<file path="src/rtl/muldiv_sequencer.sv">
// muldiv_sequencer: sequences the multi-cycle multiplier and divider units of the
// MIPS datapath and owns the architectural HI/LO registers.
//
// Ports:
//   clock, reset           system clock; synchronous active-low reset
//   start_mult, start_div  one-cycle operation requests from main control
//   op_a, op_b             operands (rs, rt), latched onto unit_a/unit_b on accept
//   mthi, mtlo, wr_data    direct HI/LO writes
//   hilo_rd                MFHI/MFLO in progress (only affects stall)
//   abort                  flush the in-flight operation
//   mult_reset, div_reset  active-high unit resets; a unit runs only while its reset is low
//   unit_a, unit_b         latched operands shared by both units
//   mult_hi/lo, div_hi/lo  unit results, sampled on the capture edge
//   hi, lo                 architectural HI/LO
//   busy                   operation in flight
//   done                   one-cycle pulse after HI/LO were loaded from a unit
//   div_zero               one-cycle pulse after a DIV by zero was rejected
//   stall                  combinational: a request arrived while busy
module muldiv_sequencer #(
  parameter int unsigned WIDTH       = 32,
  parameter int unsigned MULT_CYCLES = 33,
  parameter int unsigned DIV_CYCLES  = 33,
  parameter int unsigned CNT_W       = 6
) (
  input  logic             clock,
  input  logic             reset,
  input  logic             start_mult,
  input  logic             start_div,
  input  logic [WIDTH-1:0] op_a,
  input  logic [WIDTH-1:0] op_b,
  input  logic             mthi,
  input  logic             mtlo,
  input  logic [WIDTH-1:0] wr_data,
  input  logic             hilo_rd,
  input  logic             abort,
  output logic             mult_reset,
  output logic             div_reset,
  output logic [WIDTH-1:0] unit_a,
  output logic [WIDTH-1:0] unit_b,
  input  logic [WIDTH-1:0] mult_hi,
  input  logic [WIDTH-1:0] mult_lo,
  input  logic [WIDTH-1:0] div_hi,
  input  logic [WIDTH-1:0] div_lo,
  output logic [WIDTH-1:0] hi,
  output logic [WIDTH-1:0] lo,
  output logic             busy,
  output logic             done,
  output logic             div_zero,
  output logic             stall
);

  localparam logic [CNT_W-1:0] MULT_LAST = CNT_W'(MULT_CYCLES - 1);
  localparam logic [CNT_W-1:0] DIV_LAST  = CNT_W'(DIV_CYCLES - 1);

  typedef enum logic [1:0] {
    S_IDLE    = 2'd0,
    S_LOAD    = 2'd1,
    S_RUN     = 2'd2,
    S_CAPTURE = 2'd3
  } state_t;

  typedef enum logic {
    OP_MULT = 1'b0,
    OP_DIV  = 1'b1
  } op_t;

  state_t             state_q, state_d;
  op_t                op_q, op_d;
  logic [CNT_W-1:0]   cnt_q, cnt_d;
  logic [WIDTH-1:0]   unit_a_q, unit_a_d;
  logic [WIDTH-1:0]   unit_b_q, unit_b_d;
  logic [WIDTH-1:0]   hi_q, hi_d;
  logic [WIDTH-1:0]   lo_q, lo_d;
  logic               busy_q, busy_d;
  logic               done_q, done_d;
  logic               div_zero_q, div_zero_d;
  logic               mult_reset_q, mult_reset_d;
  logic               div_reset_q, div_reset_d;
  logic [CNT_W-1:0]   run_last;
  logic               unit_running;

  // Last RUN count for the selected unit.
  assign run_last = (op_q == OP_MULT) ? MULT_LAST : DIV_LAST;

  // Next-state, datapath and registered-output logic.
  always_comb begin
    state_d      = state_q;
    op_d         = op_q;
    cnt_d        = cnt_q;
    unit_a_d     = unit_a_q;
    unit_b_d     = unit_b_q;
    hi_d         = hi_q;
    lo_d         = lo_q;
    done_d       = 1'b0;
    div_zero_d   = 1'b0;
    unit_running = 1'b0;

    case (state_q)
      S_IDLE: begin
        // start_mult wins; a simultaneous start_div is dropped silently.
        if (start_mult) begin
          unit_a_d = op_a;
          unit_b_d = op_b;
          op_d     = OP_MULT;
          state_d  = S_LOAD;
        end else if (start_div) begin
          if (op_b != '0) begin
            unit_a_d = op_a;
            unit_b_d = op_b;
            op_d     = OP_DIV;
            state_d  = S_LOAD;
          end else begin
            div_zero_d = 1'b1;
          end
        end
        // Direct writes are honoured alongside an accepted start.
        if (mthi) hi_d = wr_data;
        if (mtlo) lo_d = wr_data;
      end

      S_LOAD: begin
        cnt_d   = '0;
        state_d = S_RUN;
      end

      S_RUN: begin
        cnt_d = cnt_q + CNT_W'(1);
        if (cnt_q == run_last) state_d = S_CAPTURE;
      end

      S_CAPTURE: begin
        if (op_q == OP_MULT) begin
          hi_d = mult_hi;
          lo_d = mult_lo;
        end else begin
          hi_d = div_hi;
          lo_d = div_lo;
        end
        done_d  = 1'b1;
        state_d = S_IDLE;
      end

      default: state_d = S_IDLE;
    endcase

    // Abort flushes any in-flight operation, including the capture itself.
    if (abort && (state_q != S_IDLE)) begin
      state_d = S_IDLE;
      hi_d    = hi_q;
      lo_d    = lo_q;
      done_d  = 1'b0;
    end

    // Unit resets follow the state being entered so they are glitch-free flops.
    unit_running = (state_d == S_RUN) || (state_d == S_CAPTURE);
    busy_d       = (state_d != S_IDLE);
    mult_reset_d = !(unit_running && (op_d == OP_MULT));
    div_reset_d  = !(unit_running && (op_d == OP_DIV));
  end

  // State and output registers with synchronous active-low reset.
  always_ff @(posedge clock) begin
    if (!reset) begin
      state_q      <= S_IDLE;
      op_q         <= OP_MULT;
      cnt_q        <= '0;
      unit_a_q     <= '0;
      unit_b_q     <= '0;
      hi_q         <= '0;
      lo_q         <= '0;
      busy_q       <= 1'b0;
      done_q       <= 1'b0;
      div_zero_q   <= 1'b0;
      mult_reset_q <= 1'b1;
      div_reset_q  <= 1'b1;
    end else begin
      state_q      <= state_d;
      op_q         <= op_d;
      cnt_q        <= cnt_d;
      unit_a_q     <= unit_a_d;
      unit_b_q     <= unit_b_d;
      hi_q         <= hi_d;
      lo_q         <= lo_d;
      busy_q       <= busy_d;
      done_q       <= done_d;
      div_zero_q   <= div_zero_d;
      mult_reset_q <= mult_reset_d;
      div_reset_q  <= div_reset_d;
    end
  end

  assign unit_a     = unit_a_q;
  assign unit_b     = unit_b_q;
  assign hi         = hi_q;
  assign lo         = lo_q;
  assign busy       = busy_q;
  assign done       = done_q;
  assign div_zero   = div_zero_q;
  assign mult_reset = mult_reset_q;
  assign div_reset  = div_reset_q;

  // Control unit must hold any HI/LO-related request while an operation is in flight.
  assign stall = busy_q & (start_mult | start_div | mthi | mtlo | hilo_rd);

endmodule

</file>
<file path="config.mk">
export PLATFORM = sky130hd
export DESIGN_NAME = muldiv_sequencer
export DESIGN_NICKNAME = d
export VERILOG_FILES = /design/src/rtl/muldiv_sequencer.sv
export SDC_FILE = /design/constraint.sdc
export NUM_CORES = 1
export LEC_CHECK = 0
export CORE_AREA = 2 2 144 146
export CTS_BUF_LIST = sky130_fd_sc_hd__clkbuf_2 sky130_fd_sc_hd__clkbuf_4 sky130_fd_sc_hd__clkbuf_8
export CTS_CLUSTER_DIAMETER = 40
export DETAILED_ROUTE_END_ITERATION = 10
export DIE_AREA = 0 0 146 148
export DONT_BUFFER_PORTS = 1
export PLACE_DENSITY = 0.51
export SLEW_MARGIN = 20
export SYNTH_ARGS = -nofsm -noshare
export SYNTH_HDL_FRONTEND = slang
export SYNTH_SLANG_ARGS = --single-unit
</file>
<file path="constraint.sdc">
create_clock -name clock -period 2.3 [get_ports clock]
set_clock_uncertainty 0.05 [all_clocks]
set_input_delay 0.345 -clock clock [delete_from_list [all_inputs] [get_ports clock]]
set_output_delay 0.345 -clock clock [all_outputs]
set_load 0.01 [all_outputs]
</file>
==> summary.txt <==
Die
  – Die height: 148 µm
  – Starting Density: 37.0%
  – Die Wd: 146 µm
  – Std-Cell Rows: 52
  – Die area: 21,600 µm²
  – Core area: 20,000 µm²
  – Num ports: 366

Critical path
  – Crit path kind: flip-flop to flip-flop
  – Critical path launch point type: flip-flop
  – Worst setup EP type: flip-flop
  – Worst Path Required: 2.60 ns
  – CP Max Fanout: 23
  – Worst Path Arrival: 2.37 ns

Cells and area
  – Most frequent cells in the layout: 141 x dfxtp_1, 105 x nand2_1, 65 x mux2i_1, 65 x a211o_1, 57 x a21boi_1
  – Fillers: 1,987
  – FF/Latch Area: 2850 µm²
  – Final nets: 1,047
  – Footprint of the multi-input gates: 4130 µm²
  – Commonest non-fill, non-tap cell in the layout: dfxtp_1
  – Area delta synth->final: 13.2%
  – Layout cell share with drive strength beyond 1: 11.1%

GRT
  – All-Layer GR Usage: 21.4%
  – Routing usage on met3: 8.33%
  – Total gr overflow: 0
  – Initial antenna violation count: 1
  – First-pass GRT wire length: 36.9 mm
  – GR Util met2: 35.8%
  – Vias in the first global route: 6,517
  – Met1 Resource Use GR: 25.7%
  – Largest net degree at the start of global routing: 103
  – GRT busiest layer: met2

Timing
  – Fin crit period: 2.07 ns
  – Slew Limit Fails: 0
  – RSZ-0062 raised after global routing: false
  – Fmax: 0.483 GHz
  – TNS Setup: 0 ns
  – Hold WS: 0.0485 ns
  – Period utilization: 90.0%
  – Slew HR: 34.5%
  – Endpoints failing hold: 0
  – Endpoints failing setup: 0
  – Worst-Margin Slew: 0.979 ns

Detailed routing
  – Via density per instance: 5.98
  – # DRC: 0
  – Routed WL: 24.3 mm
  – 1st-iter DRT viols: 437
  – Routed vias: 6,526
  – Post-DR wirelength/cell: 22.3 µm
  – Initial DRT Pass Iterations: 5
  – Post-route ant nets: 0

CTS
  – CTS tree: done
  – CTS hold repair buffers: 37
  – Total setup buffers inserted after CTS: 0
  – Post-CTS Resized: 0
  – Clk Latency, worst-skew pair: 0.43 ns
  – H-tree depth: 4
  – Clk sinks: 142
  – TritonCTS buffer count: 17
  – Root buffer cell: clkbuf_8
  – Clock transition at path regs: 0.08 ns
  – CTS max path bufs: 2

Logic synthesis
  – Yosys top cell area share: 38.4%
  – Post-Syn Nets: 1,055
  – Post-synth EDFFs: 0
  – Syn Inst Count: 818
  – Cell variety after synth: 41
  – Syn. warnings: 0
  – Flops & latches, synth: 142
  – Ys flop type: dfxtp_1
  – Register area share after synthesis: 38.4%
  – Async set-reset flop share out of synthesis: 0%
  – Top cell type by total area after synthesis: dfxtp_1
  – Mean Syn Cell Area: 9.06 µm²
  – Synth area leaders: dfxtp_1 38%, mux2i_1 8.8%, a211o_1 7.7%
  – Cell Area, Synth: 7410 µm²

Pwr
  – LEAKAGE: 0.00313 µW
  – Pwr dens: 824 nW/µm²
  – VDD IR max: 0.000396 V

Placed design
  – DP Wirelength: 16.5 mm
  – GP Congestion: 0.810
  – IO Port Bufs: 0

Flow run
  – Max-cap check violation count: 0

Worst hold path
  – Hold Path Class: input pin to flip-flop

Status
  – Status: complete, no violations
[Yosys cell counts (2+ instances only)]
master,instances
buf_2,18
mux2_2,32
nor2_1,39
o21ai_0,4
a21boi_1,56
nand2_1,105
dfxtp_1,142
inv_1,6
a21boi_0,9
a21o_1,3
mux2i_1,65
buf_4,9
a31oi_1,33
a22o_1,32
o21ai_1,2
o21a_1,2
a211o_1,65
and4_1,2
buf_1,2
and3_1,34
and2_1,3
buf_6,7
ha_1,5
xor2_1,3
nor4_1,8
a21oi_1,2
nand4_1,34
o211ai_1,33
clkbuf_1,51
[sequential cells by signal, indices dropped and copies added, names as in the netlist]
name	count
unit_a	32
busy	1
done	1
mult_reset	1
cnt_q	6
lo	32
hi	32
state_q	2
div_zero	1
div_reset	1
unit_b	32
op_q	1
[final timing paths]
path / from / slack (ns) / cells after the start / to
setup / recovery: state_q[0] / 0.23 / 6 / hi[1]
hold / removal: op_a[20] / 0.05 / 2 / unit_a[20]
hold reg to reg: hi[15] / 0.45 / 2 / hi[15]
setup reg to reg: state_q[0] / 0.23 / 6 / hi[1]
[routing by layer]
| layer | vias to the layer above | wire length [µm] |
|---|---|---|
| met3 | 27 | 2340 |
| met5 | - | 0 |
| li1 | 3018 | - |
| met4 | 0 | 399 |
| met2 | 334 | 11900 |
| met1 | 3147 | 9640 |
[cell families (layout without fill, tap and decap cells)]
| family | count (synthesis) | in the layout | synth area share [%] |
|---|---|---|---|
| AO/OA/AOI/OAI | 243 | 243 | 25.4 |
| multiplexers | 97 | 97 | 13.6 |
| buffers and inverters | 93 | 95 | 6.18 |
| AND/OR/NAND/NOR | 234 | 234 | 15.0 |
| flip-flops | 142 | 142 | 38.4 |
| adder cells (fa/ha/maj) | 5 | 5 | 0.844 |
| other | 0 | 1 | 0 |
| XOR/XNOR | 4 | 4 | 0.473 |
[metrics by stage]
| stage | std cells | setup WS, ns | utilization (%) | total power, µW | cell area, µm² |
|---|---|---|---|---|---|
| 6_report | 1091 | 0.231 | 41.9 | 6910 | 8390 |
| 5_1_grt | 1090 | 0.0849 | 41.9 | 7270 | 8390 |
| 2_1_floorplan | 818 | 0.422 | - | 4350 | 7410 |
| 4_1_cts | 1090 | 0.240 | 41.9 | 6980 | 8390 |
| 3_5_place_dp | 1024 | 0.251 | 37.8 | 4710 | 7580 |
| 3_3_place_gp | 1024 | 0.318 | 37.8 | 4640 | 7580 |
[where the power goes]
part / switching [µW] / internal (µW) / total [µW]
clock: 979 / 1190 / 2170
combinational: 805 / 711 / 1520
sequential: 444 / 2780 / 3220
total: 2230 / 4680 / 6910
[critical path: stages (launching register included)]
cell,delay [ns]
dfxtp_1,0.40
inv_1,0.09
ha_1,0.45
a21o_2,0.41
buf_4,0.33
nand2_1,0.08
a21boi_0,0.17
[final cells by class]
type                       instances  share of cell area (%)
clock buffer                      19                    2.97
clock inverter                    10                    2.00
timing repair buffer              60                    7.58
sequential                       142                    33.9
antenna                            1                  0.0298
inverter                           6                   0.268
multi-input combinational        583                    49.2
tap                              270                    4.03
(Power assumes the default switching activity.)
==> patch 1: new RTL, same flow settings <==
Change the parameter `WIDTH` from 32 to 40.
--- a/src/rtl/muldiv_sequencer.sv
+++ b/src/rtl/muldiv_sequencer.sv
@@ -17,7 +17,7 @@
 //   div_zero               one-cycle pulse after a DIV by zero was rejected
 //   stall                  combinational: a request arrived while busy
 module muldiv_sequencer #(
-  parameter int unsigned WIDTH       = 32,
+  parameter int unsigned WIDTH       = 40,
   parameter int unsigned MULT_CYCLES = 33,
   parameter int unsigned DIV_CYCLES  = 33,
   parameter int unsigned CNT_W       = 6
Ports: changed (11 resized); port bits go from 366 to 454. No check against the original RTL was run, so the function may have changed too.
==> patch 1 against the original RTL <==
- design area is 18% higher
- via count grew 7.4%
- area after synthesis grew 6.0%
- fmax fell by 6.4%
- sequential cell count up 32
- wire length grew 12%
- setup slack worse by 0.14 ns
- power grew 5.5%
- non-clock buffer count is 95 higher
- critical endpoint is now unit_a[8]$_SDFFE_PN0P_
- largest cell class unchanged
- highest routed layer unchanged
==> patch 1: results (changes against the original RTL) <==
Status
  – Status: finished, final reports clean

Worst hold path
  – HP Class: input pin to register

Logic synthesis
  – Synth top area cells: dfxtp_1, mux2i_1, a211oi_1
  – Mapped Cells: 927 (+13%)
  – Register area share after synthesis: 44.3% (+6.0 points)
  – Syn_nets: 1220 (+16%)

STA
  – Setup tns final: 0 ns (unchanged)
  – Post-route setup slack: 0.0890 ns (-0.142 ns)
  – Relative slew margins: 69.2% (+35 points)

Final layout
  – Final-layout fill cell count: 1965 (-1.1%)
  – Share of layout cells above drive strength 1: 7.86% (-3.2 points)
  – ANT cells: 0 (-1)

Routing
  – Routed len/inst: 20.9 µm (-6.4%)
  – Final wirelength: 27100 µm (+12%)
  – Vias post-DR: 7011 (+7.4%)
  – First DRT Iteration DRCs: 257 (-41%)

Setup path
  – CP max stage delay: 0.59 ns (+0.14 ns)
  – Signal arrival time at the worst endpoint: 2.57 ns (+0.20 ns)
  – R2R setup slack: 0.11 ns (-0.12 ns)
  – Critical Path Fanout Max: 16 (-30%)
  – Highest-delay cell along the critical path: dlygate4sd3_1
  – Cells on worst reg2reg path: 10 (+4)
  – Worst R2R End: unit_a[8]$_SDFFE_PN0P_
  – Worst Setup SP: op_b[24]

Global route
  – Initial antenna violation count: 0 (-1)
  – Grt met3 use: 8.61% (+0.28 points)
  – Largest net degree at the start of global routing: 156 (+51%)
  – First-pass GRT wire length: 39900 µm (+8.2%)
  – Met1 Use GR: 26.9% (+1.2 points)
  – Vias in the first global route: 6966 (+6.9%)
  – Met2 Use GR: 41.8% (+5.9 points)

Placed design
  – Placed Area: 8270 µm² (+9.1%)
  – Placed cell count: 1145 (+12%)
  – Gp weighted congestion: 0.802 (-1.0%)
  – PortBufs: 0 (unchanged)
  – Dpl hpwl: 18400 µm (+12%)

Clock tree
  – Hold-fix buffers at CTS: 117 (+220%)
  – Clk pin slew, worst setup/hold paths: 0.12 ns (+0.04 ns)
  – Postcts setup bufs: 0 (unchanged)

Pwr
  – Power density cells: 734 nW/µm² (-11%)
  – Leak Pwr: 3.54 nW (+13%)
  – Worst vdd ir: 347 µV (-12%)
-- patch 1: cell type report --
class	count	share of cell area (%)
clock buffer	17	2.35
clock inverter	14	1.50
inverter	6	0.227
multi-input combinational	664	40.8
sequential	174	35.1
tap	270	3.40
timing repair buffer	155	16.6
-- patch 1: worst min-delay path by stage --
stage                                         end  slack, ns                  start
after floorplan             cnt_q[5]$_SDFFE_PN0P_       0.42  cnt_q[5]$_SDFFE_PN0P_
after global placement    unit_b[24]$_SDFFE_PN0P_       0.43               op_b[24]
after detailed placement  unit_b[24]$_SDFFE_PN0P_       0.43               op_b[24]
after CTS                 unit_b[24]$_SDFFE_PN0P_      0.003                  reset
after global routing      unit_a[35]$_SDFFE_PN0P_       0.02                  reset
final                             op_q$_SDFF_PN0_       0.06             start_mult
-- patch 1: power by group --
part	internal, mW	total [mW]	leakage, nW	switching, mW
clock	0.809	2.10	0.186	1.30
combinational	0.723	1.47	1.92	0.746
sequential	3.32	3.72	1.43	0.403
total	4.85	7.29	3.54	2.44
-- patch 1: kinds of logic (layout without fill, tap and decap cells) --
family	after synthesis	in the layout	synth area share (%)
AND/OR/NAND/NOR	321	321	20.0
AO/OA/AOI/OAI	252	252	19.1
flip-flops	174	174	44.3
buffers and inverters	89	192	4.84
multiplexers	81	81	10.3
adder cells (fa/ha/maj)	5	5	0.796
XOR/XNOR	5	5	0.557
-- patch 1: critical path: cells and delay by family --
kind                   cells  cell delay (ns)
AO/OA/AOI/OAI              2             0.64
buffers and inverters      3             0.93
AND/OR/NAND/NOR            3             0.64
-- patch 1: layer usage --
metal | share of wire [%] | wire length (µm)
met3 | 9.0 | 2440
met1 | 39 | 10500
met2 | 50 | 13500
met5 | 0 | 0
met4 | 2.3 | 628
==> patch 2: new RTL, same flow settings <==
Without the edit above. Re-encode `state_t` (4 states) as one-hot, 4 bits wide.
--- a/src/rtl/muldiv_sequencer.sv
+++ b/src/rtl/muldiv_sequencer.sv
@@ -52,11 +52,11 @@
   localparam logic [CNT_W-1:0] MULT_LAST = CNT_W'(MULT_CYCLES - 1);
   localparam logic [CNT_W-1:0] DIV_LAST  = CNT_W'(DIV_CYCLES - 1);
 
-  typedef enum logic [1:0] {
-    S_IDLE    = 2'd0,
-    S_LOAD    = 2'd1,
-    S_RUN     = 2'd2,
-    S_CAPTURE = 2'd3
+  typedef enum logic [3:0] {
+    S_IDLE    = 4'b0001,
+    S_LOAD    = 4'b0010,
+    S_RUN     = 4'b0100,
+    S_CAPTURE = 4'b1000
   } state_t;
 
   typedef enum logic {
Check against the original RTL: same outputs for any inputs over 4 cycles, from zero or initial values and one cycle with reset low; so few cycles prove little.
==> patch 2 against the original RTL <==
- setup slack worse by 0.23 ns
- utilization decreased by 3.5 points
- via count down 14%
- sequential cell count grew 2
- area after synthesis fell by 11%
- first-iteration DRC count shrank 50%
- power fell by 13%
- sequential power decreased by 6.5%
- design area down 8.3%
- fmax is 9.9% lower
- critical path type is now input pin to register
- wire length decreased by 20%
==> patch 2: results (changes against the original RTL) <==
Setup path
  – Crit-path leading delay family: simple AND/OR/NAND/NOR gates
  – Highest-delay cell along the critical path: or4_1
  – Critical Path Fanout Max: 3 (-87%)
  – CP max stage delay: 0.58 ns (+0.13 ns)
  – Startpoint types: input pin

Routing
  – Met1 Routed Length: 7360 µm (-24%)
  – Wire length on met2: 9970 µm (-16%)
  – First DRT Iteration DRCs: 219 (-50%)
  – Vias post-DR: 5598 (-14%)
  – Metal3 WL: 1850 µm (-21%)

Final layout
  – Multi-input combinational area share: 45.4% (-3.8 points)
  – Final-layout fill cell count: 2056 (+3.5%)
  – Share of layout cells above drive strength 1: 8.17% (-2.9 points)
  – Multi-input gates: 527 (-9.6%)
  – Sequential share of cell area: 37.5% (+3.6 points)
  – Non-clk invs: 5 (-1)
  – Clkbuf count: 18 (-1)
  – Buffering overhead: 7.15% (-0.42 points)
  – Multi-input gate area: 3490 µm² (-15%)
  – ANT cells: 0 (-1)
  – Clock-cell share of area: 5.33% (+0.37 points)
  – Non-clk bufs: 51 (-15%)
  – Final non-filler cell total: 1029 (-5.7%)

Status
  – Status: finished, final reports clean

Placed design
  – Placed cell count: 959 (-6.3%)
  – Dpl hpwl: 13900 µm (-16%)
  – Pre-CTS WS: -0.123 ns (-0.374 ns)
  – Gp weighted congestion: 0.812 (+0.26%)

Global route
  – Met1 Use GR: 18.3% (-7.4 points)
  – Initial antenna violation count: 0 (-1)
  – Met2 Use GR: 31.5% (-4.3 points)
  – First-pass GRT wire length: 29700 µm (-20%)
  – GRT Util Overall: 17.2% (-4.2 points)

Pwr
  – Leak Pwr: 3.08 nW (-1.8%)
  – Worst vdd ir: 340 µV (-14%)
  – P_int: 4.11 mW (-12%)

Logic synthesis
  – Top cells by count, synth: dfxtp_1, nand2_1, mux2i_1, a21oi_1, a211o_1
  – Mapped cell area: 6630 µm² (-11%)
  – Average size of a mapped cell: 9.00 µm² (-0.69%)
  – Register area share after synthesis: 43.5% (+5.1 points)
  – Unique cell type count in the Yosys netlist: 39 (-4.9%)
  – Synth top area cells: dfxtp_1, mux2i_1, a211o_1

Clock tree
  – Sink Count: 144 (+1.4%)
  – Clk pin slew, worst setup/hold paths: 0.09 ns

STA
  – Tightest Pin Transition: 0.832 ns (-0.147 ns)
-- patch 2: path summary, 6_finish.rpt --
kind / slack, ns / to / cells past startpoint / start
setup / recovery: 0.004 / mult_reset$_SDFF_PN1_ / 7 / op_b[2]
hold / removal: 0.05 / op_q$_SDFF_PN0_ / 2 / reset
setup reg to reg: 0.36 / hi[3]$_SDFFE_PN0P_ / 6 / state_q[0]$_SDFF_PN1_
hold reg to reg: 0.45 / cnt_q[4]$_SDFFE_PN0P_ / 2 / cnt_q[4]$_SDFFE_PN0P_
-- patch 2: logic make-up after synthesis --
group	share of synthesized area, %
muxes	14.7
AOI/OAI and AO/OA	22.8
and+or+nand+nor	13.8
adders and majority gates	0.377
xor gates and xnor gates	0.132
buffers and inverters	4.72
DFF	43.5
-- patch 2: power by group through the flow --
stage               logic (mW)  clock network, mW  registers [mW]
finish                   0.938               2.06            3.01
global route              1.03               2.28            3.04
CTS                      0.946               2.16            3.01
detailed placement       0.883                  0            3.07
global placement         0.844                  0            3.07
floorplan                0.760                  0            2.98
